`config.mk`:
```
export PLATFORM = sky130hd
export DESIGN_NAME = alu_sequencer
export DESIGN_NICKNAME = d
export VERILOG_FILES = /design/src/rtl/alu_pkg.sv /design/src/rtl/alu_sequencer.sv
export SDC_FILE = /design/constraint.sdc
export NUM_CORES = 1
export LEC_CHECK = 0
export ABC_CLOCK_PERIOD_IN_PS = 2400
export CAP_MARGIN = 20
export CORE_UTILIZATION = 45
export CTS_CLUSTER_SIZE = 40
export DETAILED_ROUTE_END_ITERATION = 8
export GPL_TIMING_DRIVEN = 0
export PLACE_DENSITY = 0.84
export SLEW_MARGIN = 5
export SYNTH_ARGS = -nofsm -noshare
export SYNTH_HDL_FRONTEND = slang
export SYNTH_SLANG_ARGS = --single-unit
```
`constraint.sdc`:
```
create_clock -name clock -period 2.4 [get_ports clock]
set_input_delay 0.24 -clock clock [delete_from_list [all_inputs] [get_ports clock]]
set_output_delay 0.24 -clock clock [all_outputs]
set_load 0.01 [all_outputs]
```
`src/rtl/alu_pkg.sv`:
```
// Shared encodings between the ALU datapath and its command sequencer.
// Latency: n/a (constants and types only).
// Backpressure: n/a.
package alu_pkg;

  localparam int WIDTH = 8;

  // ALU opcode encodings; codes 0x1, 0x2 and 0x9-0xF are reserved and never driven.
  localparam logic [3:0] OP_NOP     = 4'h0;
  localparam logic [3:0] OP_LDA_IN  = 4'h3;
  localparam logic [3:0] OP_LDB_IN  = 4'h4;
  localparam logic [3:0] OP_LDA_RAM = 4'h5;
  localparam logic [3:0] OP_LDB_RAM = 4'h6;
  localparam logic [3:0] OP_ADD     = 4'h7;
  localparam logic [3:0] OP_SUB     = 4'h8;

  typedef enum logic [2:0] {
    S_IDLE   = 3'd0,
    S_LOAD_A = 3'd1,
    S_LOAD_B = 3'd2,
    S_EXEC   = 3'd3,
    S_WAIT   = 3'd4,
    S_DONE   = 3'd5
  } state_t;

endpackage

```
`src/rtl/alu_sequencer.sv`:
```
// Expands one add/sub command into the ALU opcode stream (load A, load B, exec) and returns the result.
// Latency: command handshake at edge N gives res_valid high after edge N+4; one command per 6 cycles.
// Backpressure: cmd_ready only in IDLE; the result is held stable in DONE until res_ready.
module alu_sequencer
  import alu_pkg::*;
#(
  parameter int WIDTH  = alu_pkg::WIDTH,
  parameter int RAM_AW = 4
) (
  input  logic              clock,
  input  logic              reset,
  input  logic              cmd_valid,
  output logic              cmd_ready,
  input  logic              cmd_sub,
  input  logic              cmd_a_ram,
  input  logic              cmd_b_ram,
  input  logic [WIDTH-1:0]  cmd_a,
  input  logic [WIDTH-1:0]  cmd_b,
  output logic [3:0]        alu_inst,
  output logic [WIDTH-1:0]  alu_data,
  output logic [RAM_AW-1:0] ram_addr,
  input  logic [WIDTH-1:0]  alu_rtn,
  output logic              res_valid,
  input  logic              res_ready,
  output logic [WIDTH-1:0]  res_data,
  output logic              res_zero,
  output logic              busy
);

  state_t           state_q, state_d;
  logic             sub_q, a_ram_q, b_ram_q;
  logic [WIDTH-1:0] a_q, b_q;
  logic             accept;

  assign accept = cmd_valid && (state_q == S_IDLE);

  // State register; reset abandons any opcode in flight and any pending result.
  always_ff @(posedge clock) begin
    if (reset) state_q <= S_IDLE;
    else       state_q <= state_d;
  end

  // Command fields are frozen at the handshake so later cmd_* changes cannot disturb the sequence.
  always_ff @(posedge clock) begin
    if (reset) begin
      sub_q   <= 1'b0;
      a_ram_q <= 1'b0;
      b_ram_q <= 1'b0;
      a_q     <= '0;
      b_q     <= '0;
    end else if (accept) begin
      sub_q   <= cmd_sub;
      a_ram_q <= cmd_a_ram;
      b_ram_q <= cmd_b_ram;
      a_q     <= cmd_a;
      b_q     <= cmd_b;
    end
  end

  // The ALU result register is valid during WAIT; capture it on the edge leaving WAIT.
  always_ff @(posedge clock) begin
    if (reset) begin
      res_data <= '0;
      res_zero <= 1'b0;
    end else if (state_q == S_WAIT) begin
      res_data <= alu_rtn;
      res_zero <= (alu_rtn == '0);
    end
  end

  // Moore decode: next state and all ALU-facing outputs follow from state and latched fields.
  always_comb begin
    state_d   = state_q;
    alu_inst  = OP_NOP;
    alu_data  = '0;
    ram_addr  = '0;
    cmd_ready = 1'b0;
    res_valid = 1'b0;
    busy      = 1'b1;
    case (state_q)
      S_IDLE: begin
        cmd_ready = 1'b1;
        busy      = 1'b0;
        if (cmd_valid) state_d = S_LOAD_A;
      end
      S_LOAD_A: begin
        alu_inst = a_ram_q ? OP_LDA_RAM : OP_LDA_IN;
        alu_data = a_q;
        ram_addr = a_q[RAM_AW-1:0];
        state_d  = S_LOAD_B;
      end
      S_LOAD_B: begin
        alu_inst = b_ram_q ? OP_LDB_RAM : OP_LDB_IN;
        alu_data = b_q;
        ram_addr = b_q[RAM_AW-1:0];
        state_d  = S_EXEC;
      end
      S_EXEC: begin
        alu_inst = sub_q ? OP_SUB : OP_ADD;
        state_d  = S_WAIT;
      end
      S_WAIT: begin
        state_d = S_DONE;
      end
      S_DONE: begin
        res_valid = 1'b1;
        if (res_ready) state_d = S_IDLE;
      end
      default: begin
        state_d = S_IDLE;
      end
    endcase
  end

endmodule

```
==> flow_summary.toml <==
[setup_path]
crit_type = "reg -> out"
rr_startpoint = "state_q[1]$_SDFFE_PP0P_"
rr_endpoint = "a_q[3]$_SDFFE_PP0P_"
critPathRequiredTime_ns = 2.16
cp-end-kind = "primary output"
ff2ff_path_depth = 4
worstSetupStartpointType = "flip-flop"
critical_path_arrival_ns = 2.07
ff2ff_setup_slack_ns = 0.88
crit_fanout = 10

[synthesis]
synthTopCellsByArea = "dfxtp_1 45%, nand2_1 11%, a21oi_1 8.0%"
synth-seq-cells = 31
synth_mux_area_frac = 0.0583
synthAdderAreaFrac = 0
synth_top_area_share = 0.452
synth_top_family_by_area = "simple AND/OR/NAND/NOR gates"
synth_nets = 201
netlist_area_sq_um = 1370
synth_xor_area_frac = 0
yosys.area_share.simple = 0.256
synth.yosys.seq_area_share = 0.452
synth_compound_area_frac = 0.153
syn_avg_cell_area_sq_um = 8.08
ys_warn_count = 0
syn_inst = 170
ys_types = 26
netlist.top_cell.by_area = "dfxtp_1"

[worst_hold_path]
hold_path.class = "in -> reg"
min_path_cells = 3
hold_start = "cmd_a[5]"
min_to = "a_q[5]$_SDFFE_PP0P_"

[run]
max_cap_viol_count = 0

[floorplan]
die_x_microns = 57.3
die-area_sq_um = 3280
pin_count = 59
die_height_microns = 57.3
start_util = 0.486
core_sq_um = 2830
num_rows = 19

[global_routing]
overflow = 0
grt_pass1_vias = 1324
gr-usage-all-layers = 0.236
antenna_found_initial = 0
grt_max_degree = 11
grt_pass1_wl_mm = 5.78

[outcome]
status = "finished, violations left"
violations = "design-rule violations"

[cts]
ctsHoldBuffers = 0
path_clk_slew_ns = 0.09
clk_latency_ns = 0.32
cts_tree = "done"
cts_made_buffers = 5
clock_sinks = 31
clk_path_buf_depth = 2
cts_htree_levels = 2
clock-root-buffer = "clkbuf_4"

[power_and_ir_drop]
power_leakage_nw = 0.845
pwr-share-seq = 0.503
ir_drop_uv = 431
combPwrFrac = 0.247
p_int_mw = 0.813
clock_power_share = 0.250
sw_frac_of_total = 0.278
power.density_nw_per_um2 = 528
p_sw_mw = 0.313

[routing]
dr.first_iter.drc_count = 68
vias = 1456
avgViaCountPerCell = 5.33
wl_mm = 3.86
ant_nets = 0
routedWlPerCell_microns = 14.2
drt-pass1-iter-count = 6
route.detailed.drc = 4

[place]
port_buffers = 58
dp_cells = 259
dp_hpwl_mm = 2.70
place_congestion = 0.794
place_ws_ns = 0.208
place_area_sq_um = 1990

[sta]
tns_ns = 0
timing.hold.ws_ns = 0.456
period_share = 0.963
final_max_slew_viol_count = 0
finalSetupViolations = 0
clock.fmax_ghz = 0.433
hold_viol_final = 0
worst_pin_slew_ns = 0.605
layout_setup_ws_ns = 0.0886
slew_headroom = 0.595
rsz0062_at_grt = "false"
period_needed_ns = 2.31
skew_ns = 0.00659

[layout]
n_fill_cell = 211
final_cell_mix = "55 x clkdlybuf4s50_1, 41 x nand2_1, 29 x dfxtp_1, 22 x a21oi_1, 20 x nor2_1"
layoutNonFillerInstCount = 273
mostFrequentLayoutCell = "clkdlybuf4s50_1"
finalNetCount = 272
drive_gt1_frac = 0.132
final_area_sq_um = 2130
area_growth_pct = 55.2
antenna_cells = 0
## cell usage after synthesis
cell type,n
or4b_1,1
nand2b_1,3
nor4_1,2
buf_2,5
o21a_1,1
a32oi_1,1
buf_6,1
inv_1,2
a21oi_1,22
buf_4,7
a21boi_0,1
a2111oi_0,1
and2_1,1
or3_1,1
nor4b_4,1
nor2b_1,2
nand2_1,41
nor2_1,20
mux2i_1,8
nor3b_1,1
clkbuf_1,4
nor3_1,1
dfxtp_1,31
nand3_1,1
a22oi_1,9
nand3b_1,2
## metal layers
layer / GRT usage / part of all wire / vias up
li1: - / - / 708
met1: 0.268 / 0.42 / 697
met2: 0.420 / 0.52 / 44
met3: 0.0522 / 0.043 / 7
met4: 0.111 / 0.021 / 0
met5: 0 / 0 / -
## worst max path at each step
stage | endpoint | startpoint | depth (start not counted)
after global routing | ram_addr[0] | state_q[1]$_SDFFE_PP0P_ | 7
after detailed placement | ram_addr[1] | state_q[0]$_SDFFE_PP0P_ | 7
after CTS | ram_addr[1] | state_q[2]$_SDFFE_PP0P_ | 5
after floorplan | ram_addr[0] | state_q[0]$_SDFFE_PP0P_ | 6
after global placement | ram_addr[1] | state_q[0]$_SDFFE_PP0P_ | 7
final | ram_addr[3] | state_q[1]$_SDFFE_PP0P_ | 7
## worst max-delay path, stage by stage, from the launching register on
cell and delay [ns]:
dfxtp_4 0.41, buf_6 0.14, nor2b_2 0.17, buf_4 0.16
a22oi_1 0.08, nor2_1 0.15, buf_4 0.13, clkdlybuf4s50_1 0.52
## cell type report
cell class,instances,area (sq um),share of cell area
repair buffers,64,632,0.296
clock inverters,1,5.00,0.00235
multi-input cells,120,652,0.306
plain buffers,17,126,0.0593
inverters,2,7.51,0.00352
flip-flops and latches,31,626,0.293
well taps,31,38.8,0.0182
clock buffers,7,45.0,0.0211
## power by group through the flow
stage | registers [mW] | clock network [mW] | logic, mW
floorplan | 0.571 | 0 | 0.128
global placement | 0.573 | 0 | 0.245
detailed placement | 0.575 | 0 | 0.253
CTS | 0.564 | 0.290 | 0.263
global route | 0.570 | 0.309 | 0.302
finish | 0.566 | 0.281 | 0.279
## stage by stage
step / power, mW / util
3_3_place_gp: 0.818 / 0.705
6_report: 1.13 / 0.754
5_1_grt: 1.18 / 0.754
2_1_floorplan: 0.699 / -
4_1_cts: 1.12 / 0.732
3_5_place_dp: 0.829 / 0.705
## registers in the layout, summed over array words and instances (netlist names)
name / flops
res_data: 8
a_q: 8
sub_q: 1
a_ram_q: 1
res_zero: 1
state_q: 3
b_q: 8
b_ram_q: 1
## cells by family (layout without fill, tap and decap cells)
family                 count (synthesis)  after routing
buffers and inverters                 19             91
muxes                                  8              8
DFF                                   31             31
and+or+nand+nor                       77             77
AOI/OAI and AO/OA                     35             35
## what timing repair did
item,CTS,global route
gates cloned,0,1
resized for setup,6,12
endpoints found under the setup margin,12,9
setup buffers,2,3
pin swaps,0,2
No activity file was read; power rests on OpenSTA's default activity.
